**config.mk**
```make
export PLATFORM = sky130hd
export DESIGN_NAME = div
export DESIGN_NICKNAME = d
export VERILOG_FILES = /design/src/rtl/div.sv
export SDC_FILE = /design/constraint.sdc
export NUM_CORES = 1
export LEC_CHECK = 0
export ABC_CLOCK_PERIOD_IN_PS = 11500
export BUFFER_PORTS_ARGS = -buffer_cell sky130_fd_sc_hd__buf_2
export CAP_MARGIN = 10
export CORE_MARGIN = 2
export CORE_UTILIZATION = 49
export CTS_CLUSTER_DIAMETER = 30
export DETAILED_ROUTE_END_ITERATION = 8
export HOLD_SLACK_MARGIN = 0.12
export PLACE_DENSITY_LB_ADDON = 0.3
export SYNTH_ARGS = -nofsm -noshare
export SYNTH_HDL_FRONTEND = slang
export SYNTH_SLANG_ARGS = --single-unit
```
**constraint.sdc**
```tcl
create_clock -name clk -period 11.5 [get_ports clk]
set_input_delay 0.575 -clock clk [delete_from_list [all_inputs] [get_ports clk]]
set_output_delay 0.575 -clock clk [all_outputs]
set_load 0.01 [all_outputs]
```
**src/rtl/div.sv**
```systemverilog
// Multi-cycle radix-2 restoring divider returning {remainder, quotient}.
// Optional early-out for |dividend| < |divisor| when DIV_FAST_EN is defined.
module div #(
  parameter int DATA_W = 32
) (
  input  logic                clk,
  input  logic                rst,
  input  logic                signed_div_i,
  input  logic [DATA_W-1:0]   opdata1_i,
  input  logic [DATA_W-1:0]   opdata2_i,
  input  logic                start_i,
  input  logic                annul_i,
  output logic [2*DATA_W-1:0] result_o,
  output logic                ready_o
);

  localparam int CNT_W = $clog2(DATA_W) + 1;

  typedef enum logic [1:0] {FREE, BY_ZERO, ON, END} state_t;

  state_t             state;
  logic [CNT_W-1:0]   cnt;
  logic [DATA_W-1:0]  rem_q;
  logic [DATA_W-1:0]  dvd_q;
  logic [DATA_W-1:0]  dsr_q;
  logic               sgn_q;
  logic               sa_q;
  logic               sb_q;
  logic [2*DATA_W-1:0] res_q;

  logic [DATA_W-1:0]  mag_a;
  logic [DATA_W-1:0]  mag_b;
  logic [DATA_W:0]    shifted;
  logic [DATA_W:0]    diff;
  logic               q_bit;
  logic [DATA_W-1:0]  rem_next;
  logic [DATA_W-1:0]  quo_next;
  logic [DATA_W-1:0]  rem_fix;
  logic [DATA_W-1:0]  quo_fix;

  always_comb begin
    mag_a = (signed_div_i && opdata1_i[DATA_W-1]) ? ('0 - opdata1_i) : opdata1_i;
    mag_b = (signed_div_i && opdata2_i[DATA_W-1]) ? ('0 - opdata2_i) : opdata2_i;
    // dvd_q doubles as the quotient shift register: its MSB feeds the
    // remainder while the new quotient bit enters at the LSB.
    shifted  = {rem_q, dvd_q[DATA_W-1]};
    diff     = shifted - {1'b0, dsr_q};
    q_bit    = ~diff[DATA_W];
    rem_next = q_bit ? diff[DATA_W-1:0] : shifted[DATA_W-1:0];
    quo_next = {dvd_q[DATA_W-2:0], q_bit};
    quo_fix  = (sgn_q && (sa_q ^ sb_q)) ? ('0 - quo_next) : quo_next;
    rem_fix  = (sgn_q && sa_q) ? ('0 - rem_next) : rem_next;
  end

  always_ff @(posedge clk) begin
    if (rst) begin
      state    <= FREE;
      cnt      <= '0;
      rem_q    <= '0;
      dvd_q    <= '0;
      dsr_q    <= '0;
      sgn_q    <= 1'b0;
      sa_q     <= 1'b0;
      sb_q     <= 1'b0;
      res_q    <= '0;
      result_o <= '0;
      ready_o  <= 1'b0;
    end else begin
      case (state)
        FREE: begin
          result_o <= '0;
          ready_o  <= 1'b0;
          cnt      <= '0;
          if (start_i && !annul_i) begin
            if (opdata2_i == '0) begin
              res_q <= '0;
              state <= BY_ZERO;
            end
`ifdef DIV_FAST_EN
            else if (mag_a < mag_b) begin
              // Shares the BY_ZERO hop so latency matches the zero-divisor case.
              res_q <= {opdata1_i, {DATA_W{1'b0}}};
              state <= BY_ZERO;
            end
`endif
            else begin
              rem_q <= '0;
              dvd_q <= mag_a;
              dsr_q <= mag_b;
              sgn_q <= signed_div_i;
              sa_q  <= opdata1_i[DATA_W-1];
              sb_q  <= opdata2_i[DATA_W-1];
              state <= ON;
            end
          end
        end

        BY_ZERO: begin
          state <= END;
        end

        ON: begin
          if (annul_i || !start_i) begin
            state    <= FREE;
            result_o <= '0;
            ready_o  <= 1'b0;
          end else begin
            rem_q <= rem_next;
            dvd_q <= quo_next;
            cnt   <= cnt + 1'b1;
            if (cnt == CNT_W'(DATA_W - 1)) begin
              res_q <= {rem_fix, quo_fix};
              state <= END;
            end
          end
        end

        END: begin
          if (start_i) begin
            result_o <= res_q;
            ready_o  <= 1'b1;
          end else begin
            state    <= FREE;
            result_o <= '0;
            ready_o  <= 1'b0;
          end
        end

        default: state <= FREE;
      endcase
    end
  end

endmodule
```
==> Word level (Yosys, flattened, before mapping) <==
Cells that the tools add are included.
W data, S select, Z words.
{ "totals": {"register_bits": 236, "inputBits": 69, "out_inout_bits": 65, "wordCells": 82} }
{ "classes": {"n_addsub": 6, "eq_ne": 12, "muxes": 32, "bitwise_logic": 3, "n_reduce_logical": 18} }
{ "op_table": {"columns": ["cell", "n"], "rows": [
  ["$mux W64", 6],
  ["$mux W32", 11],
  ["$pmux W64 S3", 1],
  ["$pmux W32 S2", 2],
  ["$pmux W64 S2", 1],
  ["$sub A1 B32 Y32 const A", 4],
  ["$sub A33 B32 Y33", 1],
  ["$logic_not A32 Y1", 1],
  ["$ne A2 B2 Y1 const B", 7],
  ["$pmux W6 S2", 1],
  ["$mux W2", 5],
  ["$pmux W2 S4", 1],
  ["$add A6 B1 Y6 const B", 1],
  ["$eq A6 B5 Y1 const B", 1],
  ["$mux W6", 1],
  ["$reduce_and A3 Y1", 2],
  ["$logic_and A1 B1 Y1", 5],
  ["$reduce_and A5 Y1", 1],
  ["$eq A2 B2 Y1 const B", 2],
  ["$reduce_and A2 Y1", 2],
  ["$reduce_and A4 Y1", 1],
  ["$ne A3 B3 Y1 const B", 1],
  ["$pmux W1 S3", 1],
  ["$reduce_bool A3 Y1", 1],
  ["other kinds (8)", 11]
]} }

==> Depth between registers and ports, before layout <==
{ "logic_depth": {"word_depth": 7, "ltp_mapped": 27} }

==> Worst setup path before layout <==
No wires, ideal clock.
{ "synth_timing": {"path_kind": "register -> register", "startpoint": "register dvd_q[31]", "endpoint": "register res_q[58]", "arrival_ns": 4.845, "required_ns": 11.383, "setup_slack_ns": 6.538, "path_stages_with_launch": 24, "path_buffers": 4, "synth_period_minus_slack_ns": 4.962, "cell_sequence": "dfxtp_1 -> inv_1 -> ha_1 -> inv_1 -> fa_1 -> a211oi_1 -> o211ai_1 -> nand2_1 -> a2111oi_1 -> o21ai_1 -> and2_4 -> buf_6 -> buf_6 -> buf_2 -> buf_4 -> mux2i_1 -> ha_1 -> nand2_1 -> nor4_1 -> a41oi_1 -> o31ai_1 -> o21ai_0 -> xor2_1 -> a22o_1"} }
{ "synth_between": {"elab_chain_cells": 7} }
{ "synth_rtl": {"columns": ["element", "line_no", "text"], "rows": [
  ["start: declaration", "24", "logic [DATA_W-1:0] dvd_q;"],
  ["start signal: assignment", "88", "dvd_q <= mag_a;"],
  ["start signal: assignment", "109", "dvd_q <= quo_next;"],
  ["$sub A33 B32 Y33", "47", "diff = shifted - {1'b0, dsr_q};"],
  ["$mux W32 (*)", "49", "rem_next = q_bit ? diff[DATA_W-1:0] : shifted[DATA_W-1:0];"],
  ["$sub A1 B32 Y32", "52", "rem_fix = (sgn_q && sa_q) ? ('0 - rem_next) : rem_next;"],
  ["$mux W32 (*)", "52", null],
  ["$mux W64 (*)", "111", "if (cnt == CNT_W'(DATA_W - 1)) begin"],
  ["$mux W64 (*)", "103", "if (annul_i || !start_i) begin"],
  ["$pmux W64 S2 (*)", "69", "case (state)"],
  ["end signal: assignment", "112", "res_q <= {rem_fix, quo_fix};"],
  ["end: declaration", "29", "logic [2*DATA_W-1:0] res_q;"]
]} }
Mark *: on every way between the ends. The rest lies on a longest branch, timed or not. The select of a mux whose other input is x is not followed.
A chain may end at the register's enable or synchronous reset.

==> Worst setup path after layout <==
{ "layout_timing": {"startpoint": "register rem_q[16]", "endpoint": "register res_q[58]"} }
{ "layout_between": {"elab_chain_cells": 7} }
{ "layout_rtl": {"columns": ["element", "line_no", "text"], "rows": [
  ["start: declaration", "23", "logic [DATA_W-1:0] rem_q;"],
  ["start signal: assignment", "108", "rem_q <= rem_next;"],
  ["$sub A33 B32 Y33", "47", null],
  ["$mux W32 (*)", "49", null],
  ["$sub A1 B32 Y32", "52", null],
  ["$mux W32 (*)", "52", null],
  ["$mux W64 (*)", "111", null],
  ["$mux W64 (*)", "103", null],
  ["$pmux W64 S2 (*)", "69", null]
]} }
Marked as above.

==> impl_results.html <==
<table>
<tr><th>Metric</th><th>Value</th></tr>
<tr><th colspan="2">Logic synthesis</th></tr>
<tr><td>Cell area after synthesis</td><td>13,600 um2</td></tr>
<tr><td>Post-synthesis register bit count</td><td>236</td></tr>
<tr><td>Number of synthesized flops with an enable pin</td><td>0</td></tr>
<tr><td>Count of different cell masters after synthesis</td><td>85</td></tr>
<tr><td>Top FF cell, synth</td><td>sky130_fd_sc_hd__dfxtp_1</td></tr>
<tr><td>Share of synthesized area occupied by flip-flops and latches</td><td>34.7%</td></tr>
<tr><td>Synth warn</td><td>0</td></tr>
<tr><td>Cell type with the highest aggregate area in the netlist</td><td>sky130_fd_sc_hd__dfxtp_1</td></tr>
<tr><td>Post-Synthesis Cells</td><td>1,714</td></tr>
<tr><td>Synth area leaders</td><td>sky130_fd_sc_hd__dfxtp_1, sky130_fd_sc_hd__nor2_1, sky130_fd_sc_hd__a22oi_1</td></tr>
<tr><td>Syn Area/Cell</td><td>7.94 um2</td></tr>
<tr><td>Yosys top cell area share</td><td>34.7%</td></tr>
<tr><td>Share of flip-flops with an asynchronous set or reset</td><td>0%</td></tr>
<tr><td>Syn Nets</td><td>1,821</td></tr>
<tr><th colspan="2">Global route</th></tr>
<tr><td>Antenna violations before repair</td><td>1</td></tr>
<tr><td>Via count of the first global-routing pass</td><td>11,400</td></tr>
<tr><td>Aggregate global routing overflow</td><td>0</td></tr>
<tr><td>First-pass GRT wire length</td><td>59.1 mm</td></tr>
<tr><td>Largest net degree at the start of global routing</td><td>113</td></tr>
<tr><td>Overall Global Routing Usage</td><td>24.8%</td></tr>
<tr><th colspan="2">Setup path</th></tr>
<tr><td>Data arrival at the endpoint of the critical path</td><td>6700 ps</td></tr>
<tr><td>Flop2flop setup slack</td><td>5220 ps</td></tr>
<tr><td>Slowest stage cell, crit path</td><td>sky130_fd_sc_hd__and2_4</td></tr>
<tr><td>Register-to-Register Path Depth</td><td>19</td></tr>
<tr><td>CP required</td><td>11,920 ps</td></tr>
<tr><td>Highest fanout seen on the critical path</td><td>43</td></tr>
<tr><td>Highest cell delay on the worst timing path</td><td>640 ps</td></tr>
<tr><td>R2r startpoint</td><td>rem_q[16]</td></tr>
<tr><td>Start-to-end type of the worst setup path</td><td>reg2reg</td></tr>
<tr><td>Worst Setup End Kind</td><td>flop</td></tr>
<tr><td>Cells along the critical path</td><td>ha_1, a21oi_1, o21ai_4, a2111oi_4, o31ai_1, o21ai_1, and2_4, inv_2, nand2_1, o21ai_1, inv_1, ha_1, nand2_1, nor4_1, a41oi_1, o31ai_1, o21ai_0, xor2_1, a22o_1</td></tr>
<tr><td>Crit start category</td><td>flop</td></tr>
<tr><td>Reg-to-reg endpoint</td><td>res_q[58]</td></tr>
<tr><th colspan="2">Job</th></tr>
<tr><td>Max Cap Violations</td><td>0</td></tr>
<tr><th colspan="2">Hold path</th></tr>
<tr><td>Hold Crit Depth</td><td>3</td></tr>
<tr><td>End point of the most critical hold path</td><td>sa_q</td></tr>
<tr><td>Hold Path Class</td><td>in2reg</td></tr>
<tr><td>Start point of the worst hold path</td><td>opdata1_i[31]</td></tr>
<tr><th colspan="2">Cells and area</th></tr>
<tr><td>Total number of nets in the final design</td><td>1,895</td></tr>
<tr><td>Proportion of layout cells with a drive suffix above 1</td><td>13.9%</td></tr>
<tr><td>Share of the core filled with cells</td><td>57.7%</td></tr>
<tr><td>P&amp;R area growth vs syn</td><td>16.7%</td></tr>
<tr><td>Final instance count without filler cells</td><td>2,203</td></tr>
<tr><th colspan="2">Die</th></tr>
<tr><td>Initial cell density of the core</td><td>49.4%</td></tr>
<tr><td>IO Pins</td><td>134</td></tr>
<tr><td>Die outline width</td><td>171 um</td></tr>
<tr><td>Area inside the core boundary</td><td>27,600 um2</td></tr>
<tr><td>Die outline area</td><td>29,100 um2</td></tr>
<tr><td>Overall die height</td><td>171 um</td></tr>
<tr><td>Num rows</td><td>61</td></tr>
<tr><th colspan="2">Clock network</th></tr>
<tr><td>Hold Buf Count CTS</td><td>0</td></tr>
<tr><td>Post-CTS clock slew at the launch and capture registers of the worst setup and hold paths</td><td>50 ps</td></tr>
<tr><td>TritonCTS clock tree</td><td>built</td></tr>
<tr><td>Quantity of gates resized following cts</td><td>0</td></tr>
<tr><td>Clk sink count</td><td>236</td></tr>
<tr><td>Root cell of the clock tree</td><td>sky130_fd_sc_hd__clkbuf_16</td></tr>
<tr><td>Clock buffer count from CTS</td><td>45</td></tr>
<tr><td>H-tree levels</td><td>2</td></tr>
<tr><td>Number of post-CTS setup repair buffers</td><td>0</td></tr>
<tr><td>Clock Latency Late Sink</td><td>560 ps</td></tr>
<tr><td>Buffers from clock root to sink, at most</td><td>3</td></tr>
<tr><th colspan="2">STA</th></tr>
<tr><td>Post-layout worst setup margin</td><td>5220 ps</td></tr>
<tr><td>Time the final worst path needs with I/O delays and setup</td><td>6280 ps</td></tr>
<tr><td>F_max</td><td>159 MHz</td></tr>
<tr><td>Number of endpoints failing setup at the final stage</td><td>0</td></tr>
<tr><td>Final count of pins violating max slew</td><td>0</td></tr>
<tr><td>Final Hold Violating Endpoints</td><td>0</td></tr>
<tr><td>Setup_tns</td><td>0 ps</td></tr>
<tr><td>Worst hold slack</td><td>327 ps</td></tr>
<tr><td>Transition time at the pin with the least slew margin</td><td>1180 ps</td></tr>
<tr><td>Crit share post-route</td><td>54.6%</td></tr>
<tr><td>Max transition margin</td><td>21.1%</td></tr>
<tr><td>Setup clock skew after layout</td><td>27.9 ps</td></tr>
<tr><td>Setup repair after global routing missed its margin</td><td>no</td></tr>
<tr><th colspan="2">Route</th></tr>
<tr><td>Final routed wirelength across all metal layers</td><td>37.2 mm</td></tr>
<tr><td>Count of TritonRoute iterations in the first routing pass</td><td>6</td></tr>
<tr><td>Post-route ant nets</td><td>0</td></tr>
<tr><td>Total DRC errors in the routed layout</td><td>0</td></tr>
<tr><td>Number of design-rule violations left by the first detailed-router iteration</td><td>1,415</td></tr>
<tr><td>Vias</td><td>12,800</td></tr>
<tr><td>Average wire length per cell after detail routing</td><td>16.9 um</td></tr>
<tr><td>Via density</td><td>5.79</td></tr>
<tr><th colspan="2">Placement</th></tr>
<tr><td>Detail Placement HPWL</td><td>26.4 mm</td></tr>
<tr><td>Port Buffers</td><td>133</td></tr>
<tr><td>Final GP Congestion</td><td>0.911</td></tr>
<tr><td>Placed cell count</td><td>2,119</td></tr>
<tr><td>Worst setup slack after placement</td><td>5490 ps</td></tr>
<tr><th colspan="2">Power and ir drop</th></tr>
<tr><td>Reported leakage power</td><td>0.00639 uW</td></tr>
<tr><td>Peak supply drop</td><td>0.100 mV</td></tr>
<tr><td>PD cells</td><td>155 nW/um2</td></tr>
<tr><th colspan="2">Status</th></tr>
<tr><td>Status</td><td>completed</td></tr>
</table>
[synth_stat cells, drive strengths merged (47+ instances only)]
| cell type | count |
|---|---|
| o21ai | 55 |
| nand2 | 88 |
| clkbuf | 88 |
| inv | 53 |
| xor2 | 70 |
| nor3 | 47 |
| a21oi | 149 |
| dfxtp | 236 |
| xnor2 | 71 |
| a211oi | 64 |
| a22oi | 103 |
| nor2 | 330 |
[metal layers]
metal | GRT usage [%] | part of all wire, %
met1 | 38.0 | 50
met2 | 35.5 | 41
met3 | 3.65 | 7.0
met4 | 7.25 | 1.9
met5 | 0 | 0
[cell usage in the layout (no fill, tap or decap), types with 8 or more instances in the layout]
master,Yosys,final
sky130_fd_sc_hd__buf_4,4,8
sky130_fd_sc_hd__nor4_1,15,15
sky130_fd_sc_hd__dfxtp_1,236,236
sky130_fd_sc_hd__or3_1,16,16
sky130_fd_sc_hd__buf_2,8,132
sky130_fd_sc_hd__or4_1,10,10
sky130_fd_sc_hd__nand2_1,88,88
sky130_fd_sc_hd__o31ai_1,19,19
sky130_fd_sc_hd__inv_6,0,8
sky130_fd_sc_hd__ha_1,37,37
sky130_fd_sc_hd__mux2i_1,27,27
sky130_fd_sc_hd__o21ai_0,50,50
sky130_fd_sc_hd__a21oi_1,147,147
sky130_fd_sc_hd__a22o_1,27,27
sky130_fd_sc_hd__and3_1,11,10
sky130_fd_sc_hd__nor2_1,330,328
sky130_fd_sc_hd__a211oi_1,63,63
sky130_fd_sc_hd__a22oi_1,103,103
sky130_fd_sc_hd__and2_1,11,11
sky130_fd_sc_hd__xor2_1,70,70
sky130_fd_sc_hd__clkbuf_16,0,45
sky130_fd_sc_hd__nand3_1,14,14
sky130_fd_sc_hd__clkinv_2,0,8
sky130_fd_sc_hd__inv_1,52,52
sky130_fd_sc_hd__a21o_1,10,9
sky130_fd_sc_hd__nand4_1,8,8
sky130_fd_sc_hd__xnor2_1,71,71
sky130_fd_sc_hd__nor3_1,46,46
sky130_fd_sc_hd__a31oi_1,10,10
[per-stage QoR]
stage / total power (uW) / area, um2
3_5_place_dp: 1190 / 14400
5_1_grt: 2560 / 15900
4_1_cts: 2480 / 15900
6_report: 2470 / 15900
2_1_floorplan: 1100 / 13600
3_3_place_gp: 1180 / 14400
[flip-flops by register name, summed over array words and instances, names as in the netlist, 2 cells and up]
register and count:
cnt 6, result_o 64, res_q 64, state 2
dvd_q 32, rem_q 32, dsr_q 32
[how the worst max path moves through the flow]
stage / slack (ps) / end / start / cells after the start
5_1_grt: 4700 / res_q[58] / dvd_q[31] / 22
2_1_floorplan: 6540 / res_q[58] / dvd_q[31] / 23
3_5_place_dp: 5490 / res_q[58] / rem_q[16] / 19
6_report: 5220 / res_q[58] / rem_q[16] / 19
4_1_cts: 5430 / res_q[58] / rem_q[16] / 19
3_3_place_gp: 5660 / res_q[58] / rem_q[16] / 19
[critical path: cells and delay by family (launching register included)]
family | cells | cell delay (ps)
and+or+nand+nor | 4 | 1540
buffers and inverters | 2 | 570
adders and majority gates | 2 | 660
DFF | 1 | 340
xor gates and xnor gates | 1 | 210
AOI/OAI and AO/OA | 10 | 2810
[power breakdown]
group | switching (uW) | leakage [uW] | internal, uW
clock network | 470 | 0.000742 | 816
registers | 19.9 | 0.00191 | 836
logic | 210 | 0.00374 | 116
[final cells by class]
type | instances | area [um2]
Antenna cell | 1 | 2.50
Clock buffer | 52 | 1170
Clock inverter | 31 | 343
Fill cell | 2489 | 11700
Inverter | 53 | 199
Multi-Input combinational cell | 1311 | 8240
Sequential cell | 236 | 4720
Tap cell | 378 | 473
Timing Repair Buffer | 141 | 732
[logic make-up (layout without fill, tap and decap cells)]
family | after synthesis | count (layout) | share of synthesized area, %
other cells | 0 | 1 | 0
buf+inv | 167 | 277 | 5.02
compound gates | 511 | 511 | 25.9
simple gates | 589 | 589 | 19.3
fa+ha+maj | 38 | 38 | 3.55
xor+xnor | 141 | 141 | 9.07
mux | 32 | 32 | 2.40
flops | 236 | 236 | 34.7
(Power assumes the default switching activity.)
